File: config.mk
export PLATFORM = sky130hd
export DESIGN_NAME = fetch_unit
export DESIGN_NICKNAME = d
export VERILOG_FILES = /design/src/rtl/fetch_unit.sv
export SDC_FILE = /design/constraint.sdc
export NUM_CORES = 1
export LEC_CHECK = 0
export ABC_AREA = 1
export BUFFER_PORTS_ARGS = -buffer_cell sky130_fd_sc_hd__buf_2
export CELL_PAD_IN_SITES_DETAIL_PLACEMENT = 0
export CELL_PAD_IN_SITES_GLOBAL_PLACEMENT = 1
export CORE_UTILIZATION = 45
export CTS_CLUSTER_DIAMETER = 120
export DETAILED_ROUTE_END_ITERATION = 8
export PLACE_DENSITY = 0.87
export SYNTH_ARGS = -nofsm -noshare
export SYNTH_HDL_FRONTEND = slang
export SYNTH_SLANG_ARGS = --single-unit
File: constraint.sdc
create_clock -name clk -period 5.75 [get_ports clk]
set_input_delay 1.15 -clock clk [delete_from_list [all_inputs] [get_ports clk]]
set_output_delay 1.15 -clock clk [all_outputs]
set_load 0.02 [all_outputs]
File: src/rtl/fetch_unit.sv
// ---------------------------------------------------------------------------
// fetch_unit
//
// Instruction byte prefetcher. A three-state FSM (IDLE / RUN / HALTED)
// streams bytes from a combinational program ROM into a small prefetch FIFO.
// Each FIFO entry holds the byte together with the ROM address it came from.
// A single-cycle redirect flushes the FIFO and restarts fetching at a new
// address. Fetching stops after a HALT_OPCODE byte has been queued, and
// only a redirect resumes it.
//
// Parameters
//   DEPTH         prefetch FIFO entries (power of two, >= 2)
//   RESET_VECTOR  fetch address after reset
//   HALT_OPCODE   byte value that stops fetching
//
// Ports
//   clk            in   sole clock, rising edge
//   rst_n          in   asynchronous active-low reset
//   fetch_en       in   permits fetching from the ROM
//   rom_addr       out  ROM address (always the current fetch pc)
//   rom_data       in   ROM byte at rom_addr, valid in the same cycle
//   redirect       in   one-cycle jump request
//   redirect_addr  in   jump target, sampled while redirect is high
//   instr_valid    out  FIFO head holds a byte
//   instr_ready    in   consumer accepts the FIFO head
//   instr_byte     out  byte at the FIFO head
//   instr_addr     out  ROM address of instr_byte
//   halted         out  FSM is in HALTED
//   level          out  FIFO occupancy, 0..DEPTH
// ---------------------------------------------------------------------------
module fetch_unit #(
    parameter int unsigned DEPTH        = 4,
    parameter logic [15:0] RESET_VECTOR = 16'h0000,
    parameter logic [7:0]  HALT_OPCODE  = 8'hFF
) (
    input  logic                     clk,
    input  logic                     rst_n,
    input  logic                     fetch_en,
    output logic [15:0]              rom_addr,
    input  logic [7:0]               rom_data,
    input  logic                     redirect,
    input  logic [15:0]              redirect_addr,
    output logic                     instr_valid,
    input  logic                     instr_ready,
    output logic [7:0]               instr_byte,
    output logic [15:0]              instr_addr,
    output logic                     halted,
    output logic [$clog2(DEPTH):0]   level
);

    localparam int PW = $clog2(DEPTH);
    localparam int LW = PW + 1;

    localparam logic [PW-1:0] PTR_ONE  = PW'(1);
    localparam logic [LW-1:0] LVL_ONE  = LW'(1);
    localparam logic [LW-1:0] LVL_FULL = LW'(DEPTH);

    typedef enum logic [1:0] {
        ST_IDLE   = 2'd0,
        ST_RUN    = 2'd1,
        ST_HALTED = 2'd2
    } state_t;

    state_t         state_q, state_d;
    logic [15:0]    fetch_pc_q, fetch_pc_d;
    logic [PW-1:0]  wr_ptr_q, wr_ptr_d;
    logic [PW-1:0]  rd_ptr_q, rd_ptr_d;
    logic [LW-1:0]  level_q, level_d;

    logic           push;
    logic           pop;

    // FIFO storage. Not reset: entries are only observable once level
    // shows them as valid, and every valid entry has been written.
    logic [7:0]     entry_byte_q [DEPTH];
    logic [15:0]    entry_addr_q [DEPTH];

    // -----------------------------------------------------------------------
    // Handshake decode
    // -----------------------------------------------------------------------
    // A redirect overrides both sides of the FIFO in its cycle.
    assign pop  = (level_q != '0) && instr_ready && !redirect;

    // Pushing into a full FIFO is allowed when the head leaves in the same
    // cycle, so a steady stream keeps the FIFO full with no bubbles.
    assign push = (state_q == ST_RUN) && fetch_en && !redirect &&
                  ((level_q != LVL_FULL) || pop);

    // -----------------------------------------------------------------------
    // Next-state logic
    // -----------------------------------------------------------------------
    always_comb begin
        state_d    = state_q;
        fetch_pc_d = fetch_pc_q;
        wr_ptr_d   = wr_ptr_q;
        rd_ptr_d   = rd_ptr_q;
        level_d    = level_q;

        if (redirect) begin
            // Flush: pointers return to a common origin so the next push
            // lands at the new head.
            state_d    = fetch_en ? ST_RUN : ST_IDLE;
            fetch_pc_d = redirect_addr;
            wr_ptr_d   = '0;
            rd_ptr_d   = '0;
            level_d    = '0;
        end else begin
            unique case (state_q)
                ST_IDLE: begin
                    if (fetch_en) begin
                        state_d = ST_RUN;
                    end
                end
                ST_RUN: begin
                    if (!fetch_en) begin
                        state_d = ST_IDLE;
                    end else if (push && (rom_data == HALT_OPCODE)) begin
                        // The halt byte itself is still queued for the
                        // consumer; only further fetching stops.
                        state_d = ST_HALTED;
                    end
                end
                ST_HALTED: begin
                    state_d = ST_HALTED;
                end
                default: begin
                    state_d = ST_IDLE;
                end
            endcase

            if (push) begin
                fetch_pc_d = fetch_pc_q + 16'd1;
                wr_ptr_d   = wr_ptr_q + PTR_ONE;
            end

            if (pop) begin
                rd_ptr_d = rd_ptr_q + PTR_ONE;
            end

            unique case ({push, pop})
                2'b10:   level_d = level_q + LVL_ONE;
                2'b01:   level_d = level_q - LVL_ONE;
                default: level_d = level_q;
            endcase
        end
    end

    // -----------------------------------------------------------------------
    // Control registers
    // -----------------------------------------------------------------------
    always_ff @(posedge clk or negedge rst_n) begin
        if (!rst_n) begin
            state_q    <= ST_IDLE;
            fetch_pc_q <= RESET_VECTOR;
            wr_ptr_q   <= '0;
            rd_ptr_q   <= '0;
            level_q    <= '0;
        end else begin
            state_q    <= state_d;
            fetch_pc_q <= fetch_pc_d;
            wr_ptr_q   <= wr_ptr_d;
            rd_ptr_q   <= rd_ptr_d;
            level_q    <= level_d;
        end
    end

    // -----------------------------------------------------------------------
    // FIFO entries: one write-enabled register pair per slot
    // -----------------------------------------------------------------------
    generate
        for (genvar gi = 0; gi < DEPTH; gi++) begin : g_entry
            always_ff @(posedge clk) begin
                if (push && (wr_ptr_q == PW'(gi))) begin
                    entry_byte_q[gi] <= rom_data;
                    entry_addr_q[gi] <= fetch_pc_q;
                end
            end
        end
    endgenerate

    // -----------------------------------------------------------------------
    // Outputs
    // -----------------------------------------------------------------------
    // The head is read asynchronously so a byte pushed at one edge is
    // presented in the very next cycle.
    assign instr_byte  = entry_byte_q[rd_ptr_q];
    assign instr_addr  = entry_addr_q[rd_ptr_q];
    assign instr_valid = (level_q != '0);
    assign level       = level_q;
    assign rom_addr    = fetch_pc_q;
    assign halted      = (state_q == ST_HALTED);

endmodule

==> out/results.ini <==
[run]
drv_cap = 0

[cts]
clockBufferDepth = 2
cts_resized = 0
cts_inserted_buffers = 17
hold_buffers = 0
cts_setup_buffers = 0
clock_latency_ns = 0.41
cts_root_buf = clkbuf_16
clkSinkCount = 121
cts_max_level = 4
tritoncts = yes
path_clk_slew_ns = 0.05

[global_route]
grt_pass1_vias = 3566
grt_max_degree = 52
grt_pass1_wl_um = 17700
grt_overflow_total = 0
antenna_found_initial = 0
globalRouteTotalUtil_pct = 20.3

[synth]
synth_fa_ha_area_share_pct = 1.58
synth-async-reset-ratio_pct = 20.7
synth_edf_count = 96
syn_avg_cell_area_um2 = 11.1
synthFlopType = edfxtp_1
ys_types = 32
synth-seq-area-share_pct = 67.2
synthXorXnorAreaFrac_pct = 0.671
ys_seq_elements = 121
synthMuxAreaShare_pct = 0
synth_fp_nets = 505
synth_warnings = 0
yosys.area_share.simple_pct = 16.2
synth_cells = 470
syn_area_mm2 = 0.00522
synth_top_family_by_area = simple AND/OR/NAND/NOR gates
synth_compound_area_share_pct = 10.2

[power_and_ir_drop]
max-vdd-ir-drop_mv = 0.228
powerDensity_mw_per_mm2 = 410
p_leak_nw = 2.47

[placed_design]
gp_congestion = 0.822
place_area_mm2 = 0.00571
dp_hpwl_um = 7130
io_buffer_count = 73

[layout]
finish.utilization_pct = 56.4
layout-drive-gt1-share_pct = 21.9
layout.cells.most_common_list = 96 x edfxtp_1, 78 x nand2_1, 73 x buf_2, 66 x nor2_1, 51 x o21ai_0
final_common_cell = edfxtp_1
antenna_cells = 0
nNetsFinal = 583
areaGrowthSynthToFinish_pct = 19.6
final_area_mm2 = 0.00624

[route]
drc = 0
antenna_left = 0
drt-wirelength-per-cell_um = 16.2
wirelength_um = 11400
via_per_inst = 5.37
firstDrtPassIters = 5
drtIter0Drc = 234
dr_total_vias = 3764

[worst_setup_path]
critPathBufInv = 2
critPathLaunchType = register
crit_family = buffers and inverters
crit_required_ns = 4.60
path_cells = inv_1 -> o21ai_0 -> o22ai_1 -> buf_2
cp_max_fo = 26
critical-path-max-stage-delay_ns = 0.65
slowest_stage = inv_1
worst_setup_path_end_kind = primary output
worstSetupPathType = reg -> out
cp.arrival_ns = 2.34

[timing]
setup_viol = 0
worst_slew_pin_slew_ns = 0.700
fmax_mhz = 286
finalHoldViolations = 0
skew_ns = 0.00794
relSlewSlack_pct = 53.3
slew_viol_final = 0
fin_crit_ns = 3.49
fin_hold_ws_ns = 0.614
rsz0062_at_grt = no
post-route-period-util_pct = 60.8
setup_tns_ns = 0

[floorplan]
dieArea_mm2 = 0.0120
core-area_mm2 = 0.0111
start_util_pct = 47.1
die_x_um = 110
ios = 74
rows = 38
die_y_um = 110

[status]
outcome = completed

[hold_path]
hp-class = reg -> reg

==> cell families after synthesis <==
kind of cell / count (synthesis)
adders and majority gates: 6
and+or+nand+nor: 196
xor gates and xnor gates: 4
buffers and inverters: 48
DFF: 121
AOI/OAI and AO/OA: 95
==> per-stage QoR <==
step           worst slack (ns)  power, mW  instances
2_1_floorplan              2.79       1.45        470
3_3_place_gp               2.70       1.62        669
3_5_place_dp               2.66       1.63        669
4_1_cts                    2.19       2.58        701
5_1_grt                    2.02       2.67        701
6_report                   2.26       2.56        701
==> tightest hold or removal path, delay by kind of cell (launching register included) <==
| kind | cells | cell delay, ns |
|---|---|---|
| AOI/OAI and AO/OA | 1 | 0.12 |
| buffers and inverters | 1 | 0.08 |
| DFF | 1 | 0.37 |
==> routing by layer <==
| metal | track usage (%) | vias up | part of all wire, % |
|---|---|---|---|
| li1 | - | 1811 | - |
| met4 | 7.90 | 0 | 1.2 |
| met5 | 0 | - | 0 |
| met3 | 5.69 | 15 | 6.5 |
| met1 | 25.8 | 1805 | 43 |
| met2 | 32.8 | 133 | 50 |
==> worst paths after layout <==
path | startpoint | cells past startpoint | to | slack (ns)
min | wr_ptr_q[1]$_DFFE_PN0P_ | 2 | wr_ptr_q[1]$_DFFE_PN0P_ | 0.61
max reg2reg | level[0]$_DFFE_PN0P_ | 10 | level[2]$_DFFE_PN0P_ | 3.77
min in group asynchronous | rst_n | 1 | rom_addr[7]$_DFFE_PN0P_ | 0.76
min reg2reg | wr_ptr_q[1]$_DFFE_PN0P_ | 2 | wr_ptr_q[1]$_DFFE_PN0P_ | 0.61
max in group asynchronous | rst_n | 1 | rom_addr[15]$_DFFE_PN0P_ | 4.59
max | rd_ptr_q[1]$_DFFE_PN0P_ | 4 | instr_addr[14] | 2.26
==> where the power goes <==
group | internal [mW] | switching, mW
clock | 0.605 | 0.340
combinational | 0.168 | 0.366
sequential | 1.01 | 0.0733
total | 1.78 | 0.779
==> cell usage after synthesis (3+ instances only) <==
cell type / number / share of area [%]
inv_1: 25 / 1.8
a21oi_1: 4 / 0.38
nand3_2: 4 / 0.77
o211ai_1: 4 / 0.58
clkbuf_1: 13 / 0.93
inv_2: 3 / 0.22
o21ai_0: 51 / 4.9
buf_6: 4 / 0.86
o21ai_1: 7 / 0.67
xnor2_1: 3 / 0.50
nand2_1: 78 / 5.6
edfxtp_1: 96 / 55
nand4_1: 7 / 0.84
ha_1: 5 / 1.2
dfrtp_1: 25 / 12
buf_2: 3 / 0.29
o22ai_1: 24 / 2.9
nor2_1: 70 / 5.0
nand3_1: 28 / 2.7
==> layout make-up <==
cell class,instances,area (um^2)
flip-flops and latches,121,3510
inverters,28,105
multi-input cells,301,1510
well taps,140,175
clock buffers,29,520
repair buffers,79,410
clock inverters,3,15.0
fillers,906,4830
==> sequential cells by signal (all words and copies together), names as in the netlist <==
signal,flops
state_q,2
entry_addr_q,64
level,3
entry_byte_q,32
rom_addr,16
wr_ptr_q,2
rd_ptr_q,2
Power figures use the tool's default switching activity.
